--- src/rtl/serial_add_pkg.sv ---
// rtl/serial_add_pkg.sv - shared state encoding and default width for the bit-serial adder controller
package serial_add_pkg;

  localparam int DEFAULT_WIDTH = 8;

  typedef enum logic [1:0] {
    IDLE = 2'd0,
    RUN  = 2'd1,
    DONE = 2'd2
  } state_t;

endpackage

--- src/rtl/full_adder.sv ---
// rtl/full_adder.sv - single-bit full adder cell shared by the serial adder controller
module full_adder (
  input  logic A,
  input  logic B,
  input  logic Cin,
  output logic Sum,
  output logic Cout
);

  // Sum is the three-way parity; carry is the majority of the three inputs
  always_comb begin
    Sum  = A ^ B ^ Cin;
    Cout = (A & B) | (Cin & (A ^ B));
  end

endmodule

--- src/rtl/serial_add_ctrl.sv ---
// rtl/serial_add_ctrl.sv - bit-serial adder controller, LSB first, optional Ovf output under SERIAL_ADD_OVF_EN
module serial_add_ctrl
  import serial_add_pkg::*;
#(
  parameter int WIDTH = DEFAULT_WIDTH
) (
  input  logic             Clk,
  input  logic             Rst,
  input  logic             Start,
  input  logic [WIDTH-1:0] A,
  input  logic [WIDTH-1:0] B,
  input  logic             Cin,
  output logic             Ready,
  output logic             Busy,
  output logic             Done,
  output logic [WIDTH-1:0] Sum,
  output logic             Cout
`ifdef SERIAL_ADD_OVF_EN
  ,
  output logic             Ovf
`endif
);

  localparam int            CW   = $clog2(WIDTH);
  localparam logic [CW-1:0] LAST = CW'(WIDTH - 1);

  state_t           state;
  logic [WIDTH-1:0] a_sr;
  logic [WIDTH-1:0] b_sr;
  // Holds the upper WIDTH-1 result bits; the final bit joins them on the last step
  logic [WIDTH-2:0] res_sr;
  logic             carry;
  logic [CW-1:0]    cnt;

  logic             fa_sum;
  logic             fa_cout;
  logic [WIDTH-1:0] res_next;

  full_adder u_fa (
    .A    (a_sr[0]),
    .B    (b_sr[0]),
    .Cin  (carry),
    .Sum  (fa_sum),
    .Cout (fa_cout)
  );

  // Result after inserting this step's sum bit at the MSB end
  assign res_next = {fa_sum, res_sr};

  // Controller FSM: latch operands on accept, one bit per RUN cycle, publish on the last step
  always_ff @(posedge Clk or posedge Rst) begin
    if (Rst) begin
      state  <= IDLE;
      a_sr   <= '0;
      b_sr   <= '0;
      res_sr <= '0;
      carry  <= 1'b0;
      cnt    <= '0;
      Ready  <= 1'b1;
      Busy   <= 1'b0;
      Done   <= 1'b0;
      Sum    <= '0;
      Cout   <= 1'b0;
`ifdef SERIAL_ADD_OVF_EN
      Ovf    <= 1'b0;
`endif
    end else begin
      case (state)
        IDLE, DONE: begin
          Done <= 1'b0;
          if (Start) begin
            a_sr  <= A;
            b_sr  <= B;
            carry <= Cin;
            cnt   <= '0;
            state <= RUN;
            Ready <= 1'b0;
            Busy  <= 1'b1;
          end else begin
            state <= IDLE;
            Ready <= 1'b1;
            Busy  <= 1'b0;
          end
        end

        RUN: begin
          a_sr   <= a_sr >> 1;
          b_sr   <= b_sr >> 1;
          res_sr <= res_next[WIDTH-1:1];
          carry  <= fa_cout;
          if (cnt == LAST) begin
            // Counter is left at its terminal value; it is cleared on the next accept
            Sum   <= res_next;
            Cout  <= fa_cout;
`ifdef SERIAL_ADD_OVF_EN
            // carry still holds the carry into the MSB during the last step
            Ovf   <= carry ^ fa_cout;
`endif
            Done  <= 1'b1;
            Ready <= 1'b1;
            Busy  <= 1'b0;
            state <= DONE;
          end else begin
            cnt <= cnt + CW'(1);
          end
        end

        default: begin
          state <= IDLE;
          Ready <= 1'b1;
          Busy  <= 1'b0;
          Done  <= 1'b0;
        end
      endcase
    end
  end

endmodule

--- config.mk ---
export PLATFORM = sky130hd
export DESIGN_NAME = serial_add_ctrl
export DESIGN_NICKNAME = d
export VERILOG_FILES = /design/src/rtl/serial_add_pkg.sv /design/src/rtl/full_adder.sv /design/src/rtl/serial_add_ctrl.sv
export SDC_FILE = /design/constraint.sdc
export NUM_CORES = 1
export LEC_CHECK = 0
export ABC_AREA = 1
export BUFFER_PORTS_ARGS = -buffer_cell sky130_fd_sc_hd__buf_2
export CORE_MARGIN = 5
export CORE_UTILIZATION = 48
export CTS_BUF_LIST = sky130_fd_sc_hd__clkbuf_8
export DETAILED_ROUTE_END_ITERATION = 10
export GPL_ROUTABILITY_DRIVEN = 0
export PLACE_DENSITY_LB_ADDON = 0.1
export SETUP_SLACK_MARGIN = 0.4
export SYNTH_ARGS = -nofsm -noshare
export SYNTH_HDL_FRONTEND = slang
export SYNTH_SLANG_ARGS = --single-unit
export TNS_END_PERCENT = 50
--- constraint.sdc ---
create_clock -name Clk -period 4.62 [get_ports Clk]
set_clock_uncertainty 0.2 [all_clocks]
set_input_delay 0.462 -clock Clk [delete_from_list [all_inputs] [get_ports Clk]]
set_output_delay 0.462 -clock Clk [all_outputs]
set_load 0.02 [all_outputs]
# Yosys cells after proc, flatten, opt, wreduce, memory -nomap -nowiden
# Index checks and enable logic that the tools add are counted.
totals:
  ff_bits: 41
  latchBits: 0
  ram_bits: 0
  mem_bits_ro: 0
  in_bits: 20
  n_memories: 0
classes:
  add_sub_neg: 1
  n_mul: 0
  div_mod_pow: 0
  magnitude_cmp: 0
  n_eq_ne: 6
  shifts: 0
  muxes: 19
  bitwise: 5
  reduce_logical: 6
ops:
  columns: ["op", "count"]
  rows:
  - ["$pmux W8 S2", 2]
  - ["$mux W8", 2]
  - ["$mux W1", 7]
  - ["$mux W3", 2]
  - ["$ne A2 B2 Y1 const B", 3]
  - ["$pmux W1 S2", 3]
  - ["$pmux W3 S2", 1]
  - ["$pmux W2 S2", 1]
  - ["$reduce_and A2 Y1", 2]
  - ["$add A3 B1 Y3 const B", 1]
  - ["$eq A3 B3 Y1 const B", 1]
  - ["$reduce_and A3 Y1", 1]
  - ["$and A1 B1 Y1", 2]
  - ["$eq A2 B1 Y1 const B", 1]
  - ["$eq A2 B2 Y1 const B", 1]
  - ["$logic_not A2 Y1", 1]
  - ["$mux W2", 1]
  - ["$reduce_bool A2 Y1", 1]
  - ["$reduce_or A2 Y1", 1]
  - ["$xor A1 B1 Y1", 2]
  - ["$or A1 B1 Y1", 1]

# Longest topological paths before layout
logic_depth:
  depth_word: 4
  ltp_mapped: 8
  depth_no_buf: 7

# Cells and area by module
# A second synthesis with hierarchy kept.
hier_totals:
  hier_cells: 232
  area_unflattened_um2: 1909.3
modules_own_cells:
  columns: ["mod", "n_inst", "cells_per_inst", "area_per_inst_um2", "seq_area_each_um2"]
  rows:
  - ["serial_add_ctrl", 1, 231, 1889.3, 1002.2]
  - ["full_adder", 1, 1, 20.0, 0.0]

# Least setup slack after synthesis
# No wires, ideal clock.
synth_timing:
  kind: "reg-to-reg"
  start: "register cnt[0]"
  end: "register Ready"
  t_arrival_ns: 1.197
  t_required_ns: 4.333
  path_slack_ns: 3.136
  path_stages_with_launch: 7
  path_buffers: 0
  synth_period_minus_slack_ns: 1.484
  path_cell_list: "dfrtp_1 ha_1 ha_1 inv_1 nand3_1 nand2_1 o21ai_0"
synth_between:
  elab_chain_cells: 2
synth_lines:
  columns: ["element", "line_no", "rtl"]
  rows:
  - ["from (decl)", "serial_add_ctrl.sv:33", "logic [CW-1:0] cnt;"]
  - ["from (signal assigned)", "serial_add_ctrl.sv:104", "cnt <= cnt + CW'(1);"]
  - ["$eq A3 B3 Y1", "serial_add_ctrl.sv:91", "if (cnt == LAST) begin"]
  - ["$ne A2 B2 Y1 (no source line)", null, null]
  - ["to (signal assigned)", "serial_add_ctrl.sv:81", "Ready <= 1'b1;"]
  - ["to (signal assigned)", "serial_add_ctrl.sv:100", "Ready <= 1'b1;"]
  - ["to (signal assigned)", "serial_add_ctrl.sv:110", "Ready <= 1'b1;"]
  - ["to (decl)", "serial_add_ctrl.sv:13", "output logic Ready,"]
# No other way between the ends.
# A chain may end at the register's enable or synchronous reset.

# Final worst setup path
layout_timing:
  start: "register Busy"
  end: "output Busy"
layout_rtl:
  columns: ["element", "line_no", "rtl"]
  rows:
  - ["from (decl)", "serial_add_ctrl.sv:14", "output logic Busy,"]
  - ["from (signal assigned)", "serial_add_ctrl.sv:60", "Busy <= 1'b0;"]
  - ["from (signal assigned)", "serial_add_ctrl.sv:78", "Busy <= 1'b1;"]
  - ["from (signal assigned)", "serial_add_ctrl.sv:82", "Busy <= 1'b0;"]
# No word-level cell between the ends.

==> run_results.csv <==
group,metric,value,unit
route,vias_per_cell,4.55,
synthesis,synth.area.top_cells,"dfrtp_1 (50%), nand2_1 (12%), nand3_1 (8.7%), inv_1 (8.5%), o21ai_0 (4.1%)",
critical_path,r2r_slack,2.59,ns
final_layout,finalNetCount,285,
power,pwr_density_cell,671,nW/µm²
global_route,grt_pass1_vias,1370,
floorplan,coreArea,3970,µm²
run,max_cap_violations,0,
floorplan,initial_core_util,0.492,
floorplan,die_h,73.8,µm
synthesis,syn_avg_cell_area,8.42,µm²
clocking,cts_max_path_buffers,2,
final_layout,drive_gt1_frac,0.217,
run_status,status,"finished clean",
critical_path,start_kind,"flop",
synthesis,yosysMostFrequentCell,"nand2_1",
clocking,cts.sinks,40,
critical_path,cp_data_required_time,3.96,ns
global_route,grt_use_total,0.146,
placement,dp_hpwl,2.29,mm
clocking,ctsHtreeMaxLevel,2,
floorplan,dieWidth,73.8,µm
synthesis,ys_async_sr_fraction,1.00,
critical_path,crit_slowest_cell,"dfrtp_1",
final_layout,final_util,0.556,
synthesis,synth_area,1950,µm²
synthesis,yosysUniqueCellTypes,20,
synthesis,synth_edf_count,0,
global_route,grt_max_degree,41,
clocking,post_cts_resized,0,
clocking,root_buffer,"clkbuf_8",
sta,hold_viol,0,
sta,rsz0062_at_grt,"false",
critical_path,cpLargestDelayFamily,"flip-flops",
clocking,post-cts-setup-buffer-count,0,
critical_path,path_buf_inv,1,
critical_path,worstSetupEndpointType,"output port",
synthesis,synth-seq-area-share,0.513,
power,leakage,0.00126,µW
synthesis,synth_cells,232,
synthesis,synth_common_cells,"nand2_1 (62), inv_1 (44), dfrtp_1 (39), nand3_1 (34), o21ai_0 (16)",
synthesis,ys_ff_latch,40,
sta,period_minus_slack,2.11,ns
placement,portBuffers,31,
clocking,clkLatencyLatePin,0.28,ns
route,ant_nets,0,
sta,slew_viol_final,0,
clocking,hold_buffers,0,
synthesis,synth_fp_nets,255,
route,drc_errors,0,
critical_path,crit_chain,"buf_2",
route,first_iter_violations,99,
clocking,cts_buffers,5,
route,wirelength,3.38,mm
critical_path,worstPathArrival,1.44,ns
sta,fin_setup_tns,0,ns
min_path,hp-class,"in -> async",
sta,worstMarginPinSlew,0.787,ns
clocking,tritoncts,"yes",
floorplan,die_area,5450,µm²
floorplan,num_rows,23,
global_route,overflow,0,
sta,period_share,0.456,
critical_path,cp_max_fo,20,
global_route,antenna_found_initial,0,
route,wl_per_cell,10.8,µm
synthesis,ys.warnings.count,0,
global_route,grt_pass1_wl,6.11,mm
synthesis,synth.largest_area_cell,"dfrtp_1",
sta,fmax,475,MHz
final_layout,fillers,368,
synthesis,synth_ff_type,"dfrtp_1",
final_layout,antennaDiodeCount,0,
synthesis,yosysTopAreaCellShare,0.499,
power,peakVddDrop,0.262,mV
sta,setup_viol,0,
floorplan,io-pin-count,32,
sta,slew_headroom,0.475,
critical_path,max_stage_delay,0.86,ns
clocking,path_clk_slew,0.07,ns
final_layout,area_delta_synth_final,13.1,%
route,num_vias,1423,
route,dr.pass1.iters,4,
critical_path,crit_type,"reg -> out",
## routing by layer
| metal | vias to the layer above | wire, µm | GRT usage | part of all wire |
|---|---|---|---|---|
| li1 | 762 | - | - | - |
| met1 | 631 | 1680 | 0.197 | 0.50 |
| met2 | 24 | 1520 | 0.226 | 0.45 |
| met3 | 6 | 144 | 0.0287 | 0.043 |
| met4 | 0 | 43 | 0.0664 | 0.013 |
| met5 | - | 0 | 0 | 0 |
## registers in the layout, summed over array words and instances, names as in the netlist
signal / flops
Busy: 1
Cout: 1
Done: 1
Ready: 1
Sum: 8
a_sr: 8
b_sr: 8
carry: 1
cnt: 3
res_sr: 7
state: 1
## report_power, final
part / switching (µW) / internal [µW] / total [µW]
clock network: 115 / 158 / 273
logic: 374 / 214 / 588
registers: 109 / 512 / 621
## cell type report
cell class / instances / area, µm² / area share
Clock buffer: 5 / 68.8 / 0.0311
Clock inverter: 3 / 38.8 / 0.0176
Inverter: 47 / 186 / 0.0844
Multi-Input combinational cell: 136 / 688 / 0.311
Sequential cell: 40 / 1000 / 0.454
Tap cell: 50 / 62.6 / 0.0283
Timing Repair Buffer: 32 / 163 / 0.0736
## logic make-up (layout without fill, tap and decap cells)
| group | after synthesis | after routing | share of synthesized area |
|---|---|---|---|
| flops | 40 | 40 | 0.513 |
| buf+inv | 56 | 87 | 0.135 |
| simple gates | 115 | 115 | 0.283 |
| compound gates | 18 | 18 | 0.0461 |
| fa+ha+maj | 3 | 3 | 0.0230 |
## worst min-delay path, delay by kind of cell
| family | cells | cell delay (ns) |
|---|---|---|
| buffers and inverters | 3 | 0.55 |
## per-stage QoR
stage                     instance area [µm²]  setup slack [ns]  power (µW)  hold WS (ns)  std cells
after CTS                                2210              2.48        1510        0.0996        313
after global placement                   2100              2.58        1220         0.259        305
after global routing                     2210              2.30        1640         0.144        313
final                                    2210              2.51        1480        0.0805        313
after detailed placement                 2100              2.58        1230         0.258        305
after floorplan                          1950              3.04        1120         0.242        232
## placed cells by master, fill, tap and decap left out
cell	netlist	routed
clkbuf_8	0	5
o21ai_1	2	2
o21ai_0	16	16
nand2_1	62	62
dfstp_2	1	1
ha_1	2	2
buf_4	2	1
nand2_2	10	10
clkinv_2	0	1
nand3_1	34	34
fa_1	1	1
dfrtp_1	39	39
inv_2	1	1
inv_1	44	45
nor2_1	5	5
bufinv_16	0	1
inv_6	2	2
nand3_4	1	1
buf_2	4	31
nand2_8	2	2
nand2_4	1	1
## final timing paths
kind | start | to | cells past startpoint
max in group asynchronous | Rst | Ready | 3
hold / removal | Rst | cnt[0] | 3
min in group Clk | A[7] | a_sr[7] | 3
setup / recovery | Busy | Busy | 1
hold reg to reg | Sum[0] | Sum[0] | 2
setup reg to reg | Busy | a_sr[6] | 5
Note: power is estimated with default switching activity, not from simulation.
